<file path="config.mk">
export PLATFORM = sky130hd
export DESIGN_NAME = load_store_unit
export DESIGN_NICKNAME = d
export VERILOG_FILES = /design/src/rtl/load_store_unit.sv
export SDC_FILE = /design/constraint.sdc
export NUM_CORES = 1
export LEC_CHECK = 0
export ABC_AREA = 1
export BUFFER_PORTS_ARGS = -buffer_cell sky130_fd_sc_hd__buf_2
export CELL_PAD_IN_SITES_DETAIL_PLACEMENT = 0
export CELL_PAD_IN_SITES_GLOBAL_PLACEMENT = 1
export CORE_UTILIZATION = 30
export DETAILED_ROUTE_END_ITERATION = 10
export HOLD_SLACK_MARGIN = 0.02
export PLACE_DENSITY_LB_ADDON = 0.1
export SLEW_MARGIN = 10
export SYNTH_ARGS = -nofsm -noshare
export SYNTH_HDL_FRONTEND = slang
export SYNTH_SLANG_ARGS = --single-unit
</file>
<file path="constraint.sdc">
create_clock -name clk -period 1.3 [get_ports clk]
set_input_delay 0.13 -clock clk [delete_from_list [all_inputs] [get_ports clk]]
set_output_delay 0.13 -clock clk [all_outputs]
set_load 0.05 [all_outputs]
</file>
<file path="src/rtl/load_store_unit.sv">
// Load/store unit: turns ALU address and RD2 into one req/ack bus access,
// stalling the core until the access completes or times out.
module load_store_unit #(
    parameter int unsigned TIMEOUT = 255
) (
    input  logic        clk,
    input  logic        reset,
    input  logic        mem_read,
    input  logic        mem_write,
    input  logic [2:0]  funct3,
    input  logic [31:0] addr,
    input  logic [31:0] wdata,
    output logic [31:0] rdata,
    output logic        stall,
    output logic        fault,
    output logic        bus_err,
    output logic        bus_req,
    output logic        bus_we,
    output logic [31:0] bus_addr,
    output logic [3:0]  bus_be,
    output logic [31:0] bus_wdata,
    input  logic        bus_ack,
    input  logic [31:0] bus_rdata
);

    typedef enum logic [1:0] {IDLE, WAIT, DONE} state_t;

    state_t      state;
    logic [7:0]  cnt;
    logic [1:0]  off;
    logic [2:0]  f3;

    logic        is_load;
    logic        is_store;
    logic        any_req;
    logic        f3_ok;
    logic        aligned;
    logic        valid_req;
    logic [3:0]  be_next;
    logic [31:0] wd_next;
    logic [31:0] lane;
    logic [31:0] load_val;

    assign is_load  = mem_read & ~mem_write;
    assign is_store = mem_write & ~mem_read;
    assign any_req  = mem_read | mem_write;

    always_comb begin
        f3_ok   = 1'b0;
        aligned = 1'b0;
        be_next = 4'b1111;
        wd_next = wdata;
        unique case (funct3)
            3'b000, 3'b001, 3'b010: f3_ok = is_load | is_store;
            3'b100, 3'b101:         f3_ok = is_load;
            default:                f3_ok = 1'b0;
        endcase
        unique case (funct3[1:0])
            2'b00: begin
                aligned = 1'b1;
                be_next = 4'b0001 << addr[1:0];
                wd_next = {4{wdata[7:0]}};
            end
            2'b01: begin
                aligned = ~addr[0];
                be_next = 4'b0011 << addr[1:0];
                wd_next = {2{wdata[15:0]}};
            end
            2'b10: aligned = (addr[1:0] == 2'b00);
            default: aligned = 1'b0;
        endcase
    end

    assign valid_req = f3_ok & aligned;

    assign fault = ~reset & (state == IDLE) & any_req & ~valid_req;
    assign stall = ~reset & (((state == IDLE) & valid_req) | (state == WAIT));

    // Select the addressed lane first, then extend per the captured size.
    assign lane = bus_rdata >> {off, 3'b000};

    always_comb begin
        load_val = lane;
        unique case (f3)
            3'b000:  load_val = {{24{lane[7]}}, lane[7:0]};
            3'b001:  load_val = {{16{lane[15]}}, lane[15:0]};
            3'b100:  load_val = {24'd0, lane[7:0]};
            3'b101:  load_val = {16'd0, lane[15:0]};
            default: load_val = lane;
        endcase
    end

    always_ff @(posedge clk) begin
        if (reset) begin
            state     <= IDLE;
            cnt       <= 8'd0;
            off       <= 2'd0;
            f3        <= 3'd0;
            rdata     <= 32'd0;
            bus_err   <= 1'b0;
            bus_req   <= 1'b0;
            bus_we    <= 1'b0;
            bus_addr  <= 32'd0;
            bus_be    <= 4'd0;
            bus_wdata <= 32'd0;
        end else begin
            unique case (state)
                IDLE: begin
                    bus_err <= 1'b0;
                    if (valid_req) begin
                        state     <= WAIT;
                        cnt       <= 8'd0;
                        off       <= addr[1:0];
                        f3        <= funct3;
                        bus_req   <= 1'b1;
                        bus_we    <= is_store;
                        bus_addr  <= {addr[31:2], 2'b00};
                        bus_be    <= be_next;
                        bus_wdata <= wd_next;
                    end
                end
                WAIT: begin
                    if (bus_ack) begin
                        state   <= DONE;
                        bus_req <= 1'b0;
                        if (!bus_we) rdata <= load_val;
                    end else if (cnt == 8'(TIMEOUT - 1)) begin
                        state   <= DONE;
                        bus_req <= 1'b0;
                        bus_err <= 1'b1;
                        if (!bus_we) rdata <= 32'd0;
                    end else begin
                        cnt <= cnt + 8'd1;
                    end
                end
                DONE: begin
                    bus_err <= 1'b0;
                    state   <= IDLE;
                end
                default: state <= IDLE;
            endcase
        end
    end

endmodule

</file>
==> impl_metrics.py <==
metrics = {
    "cells_and_area": {
        "final_common_cell": "nand2_1",
        "mostFrequentLayoutCells": "211 x nand2_1, 202 x buf_2, 110 x dfxtp_1",
        "multi_input_area_um2": 4089,
        "area_growth_pct": 87.04,
        "nNetsFinal": 1238,
        "seq_area_um2": 2330,
        "nFillCells": 1709,
        "stdcell_area_um2": 10370,
        "drive_gt1_share_pct": 56.13,
    },
    "placed_design": {
        "place_congestion": 0.8349,
        "postPlaceCellArea_um2": 7305,
        "port_buffers": 206,
        "pre_cts_ws_ps": -324.3,
        "dp_hpwl_mm": 13.48,
    },
    "worst_setup_path": {
        "path_class": "reg2out",
        "r2r_end": "rdata[12]",
        "arrival_ps": 1420,
        "cp-endpoint": "stall",
        "cp-end-kind": "output port",
        "reg2reg_setup_slack_ps": -200,
        "startpoint": "state[0]",
        "worstPathRequired_ps": 1170,
        "ff2ff_path_depth": 10,
        "r2r-start": "cnt[0]",
        "critical_path.max_fanout": 2,
        "crit_path_start_kind": "flip-flop",
    },
    "yosys": {
        "synth_area_um2": 5543,
        "syn-instance-count": 807,
        "ys_seq_area_share_pct": 41.90,
        "synth.distinct_cells": 29,
        "yosysWarnings": 0,
        "synthAdderAreaFrac_pct": 1.129,
        "synth_top_family_by_area": "simple AND/OR/NAND/NOR gates",
        "ys_seq_elements": 116,
        "avgSynthCellArea_um2": 6.868,
        "yosys.area_share.simple_pct": 32.51,
        "synth_compound_area_share_pct": 16.28,
        "muxShareOfSynthArea_pct": 0,
        "synthXorXnorAreaFrac_pct": 0.3160,
    },
    "floorplan": {
        "initial_core_util_pct": 30.75,
        "die_height_um": 137.9,
        "rows": 49,
        "die-area_um2": 19020,
        "ios": 209,
        "dieWidth_um": 137.9,
        "core-area_um2": 18020,
    },
    "clock_network": {
        "clk_pin_slew_ps": 60,
        "cts_sinks": 116,
        "clock_latency_ps": 420,
        "cts-buffers-inserted": 17,
        "cts_tree": "yes",
        "h-tree-depth": 4,
        "root_buffer": "clkbuf_16",
        "clock_tree.buffer_depth": 2,
    },
    "routing": {
        "vias": 6499,
        "wl_per_cell_um": 16.02,
        "antenna_left": 0,
        "avgViaCountPerCell": 4.733,
        "route.detailed.drc": 0,
        "first_pass_iters": 4,
        "drt-total-wl_mm": 22.00,
        "first_iter_violations": 196,
    },
    "timing": {
        "timing.final.hold_violations": 0,
        "fin_crit_ps": 1551,
        "finalMaxSlewViolations": 0,
        "fmax_ghz": 0.6449,
        "setup_violations": 116,
        "worst_clock_skew_ps": 9.812,
        "slew_headroom_pct": 54.73,
        "layout_worst_path_cycle_share_pct": 119.3,
        "layout_setup_ws_ps": -250.7,
        "worstMarginPinSlew_ps": 679.1,
        "rsz0062_at_grt": "true",
    },
    "run_status": {
        "outcome": "finished with violations",
        "violations": "negative setup slack",
    },
    "hold_path": {
        "hold_class": "in2reg",
    },
    "grt": {
        "grt_overflow": 0,
        "grt_max_degree": 45,
        "grt_pass1_wl_mm": 30.66,
        "grt_use_total_pct": 21.28,
        "grt_pass1_vias": 5992,
        "antenna_found_initial": 2,
    },
    "power": {
        "p_per_area_nw_per_um2": 1153,
        "ir_drop_mv": 0.9309,
        "leakage_nw": 4.675,
        "p_total_mw": 11.96,
    },
    "flow_run": {
        "maxCapViolCount": 0,
    },
}
-- cell families (layout without fill, tap and decap cells) --
kind of cell    Yosys count  after routing
simple gates            432            433
compound gates          163            163
flops                   116            116
buf+inv                  88            421
fa+ha+maj                 5              5
xor+xnor                  2              2
other cells               1              4
-- sequential cells by signal, indices dropped and copies added, names as in the netlist --
register and count:
bus_be 4, bus_err 1, off 2, bus_addr 30, rdata 32, cnt 8
bus_wdata 32, f3 3, bus_req 1, state 2, bus_we 1
-- how the worst min path moves through the flow --
| stage | startpoint | endpoint | cells past startpoint |
|---|---|---|---|
| after floorplan | addr[10] | bus_addr[10] | 2 |
| after global placement | addr[28] | bus_addr[28] | 3 |
| after detailed placement | addr[21] | bus_addr[21] | 3 |
| after CTS | wdata[17] | bus_wdata[17] | 5 |
| after global routing | wdata[17] | bus_wdata[17] | 5 |
| final | wdata[18] | bus_wdata[18] | 5 |
-- synth_stat cells (all sizes together) --
cell    number  share of area, %
nor3         2              0.18
nand4        1              0.11
clkinv       1             0.090
xor2         1              0.16
ha           5               1.1
o31ai        1              0.23
conb         1             0.068
a21oi      130                12
dfxtp      116                42
buf         34               4.1
nand2      346                24
clkbuf      22               1.5
nor2        19               1.5
xnor2        1              0.16
o211ai      15               2.0
o21ai       17               1.5
nand3       64               6.6
inv         31               2.1
-- metrics by stage --
step	hold slack [ps]	cells	utilization [%]	setup TNS (ps)
floorplan	266.4	808	-	-573.3
global placement	380.6	1262	40.52	-21450
detailed placement	385.2	1262	40.52	-23860
CTS	49.67	1351	49.49	-13530
global route	102.1	1372	57.50	-19060
finish	96.17	1373	57.52	-13800
-- report_power, final --
part / switching, mW / internal [mW]
registers: 0.132 / 3.72
clock network: 1.76 / 3.20
logic: 1.89 / 1.25
-- metal layers --
layer  vias up  track usage [%]  share of wire [%]
li1       3276                -                  -
met1      3027            25.79                 43
met2       173            36.31                 50
met3        21            6.615                6.0
met4         2            5.374                1.3
met5         -                0              0.059
-- worst max-delay path, cell delays in order (launching register included) --
cell,delay [ps]
dfxtp_2,330
nor2_4,160
nand3_4,110
buf_12,140
a21oi_4,110
buf_6,160
-- timing repair --
action | in CTS | in global routing
hold buffers | 39 | 0
gates cloned | 10 | 12
pin swaps | 10 | 68
gates resized for setup | 78 | 323
setup endpoints to repair | 104 | 117
endpoints found under the hold margin | 39 | 0
buffers inserted | 8 | 14
-- cell type report --
class                   instances  share of cell area [%]
diodes                          2                 0.04827
clock buffers                  19                   4.176
clock inverters                13                   1.762
inverters                      32                   1.533
multi-input cells             605                   39.44
flip-flops and latches        116                   22.47
well taps                     229                   2.764
repair buffers                356                   27.65
repair inverters                1                  0.1569
Power figures use the tool's default switching activity.
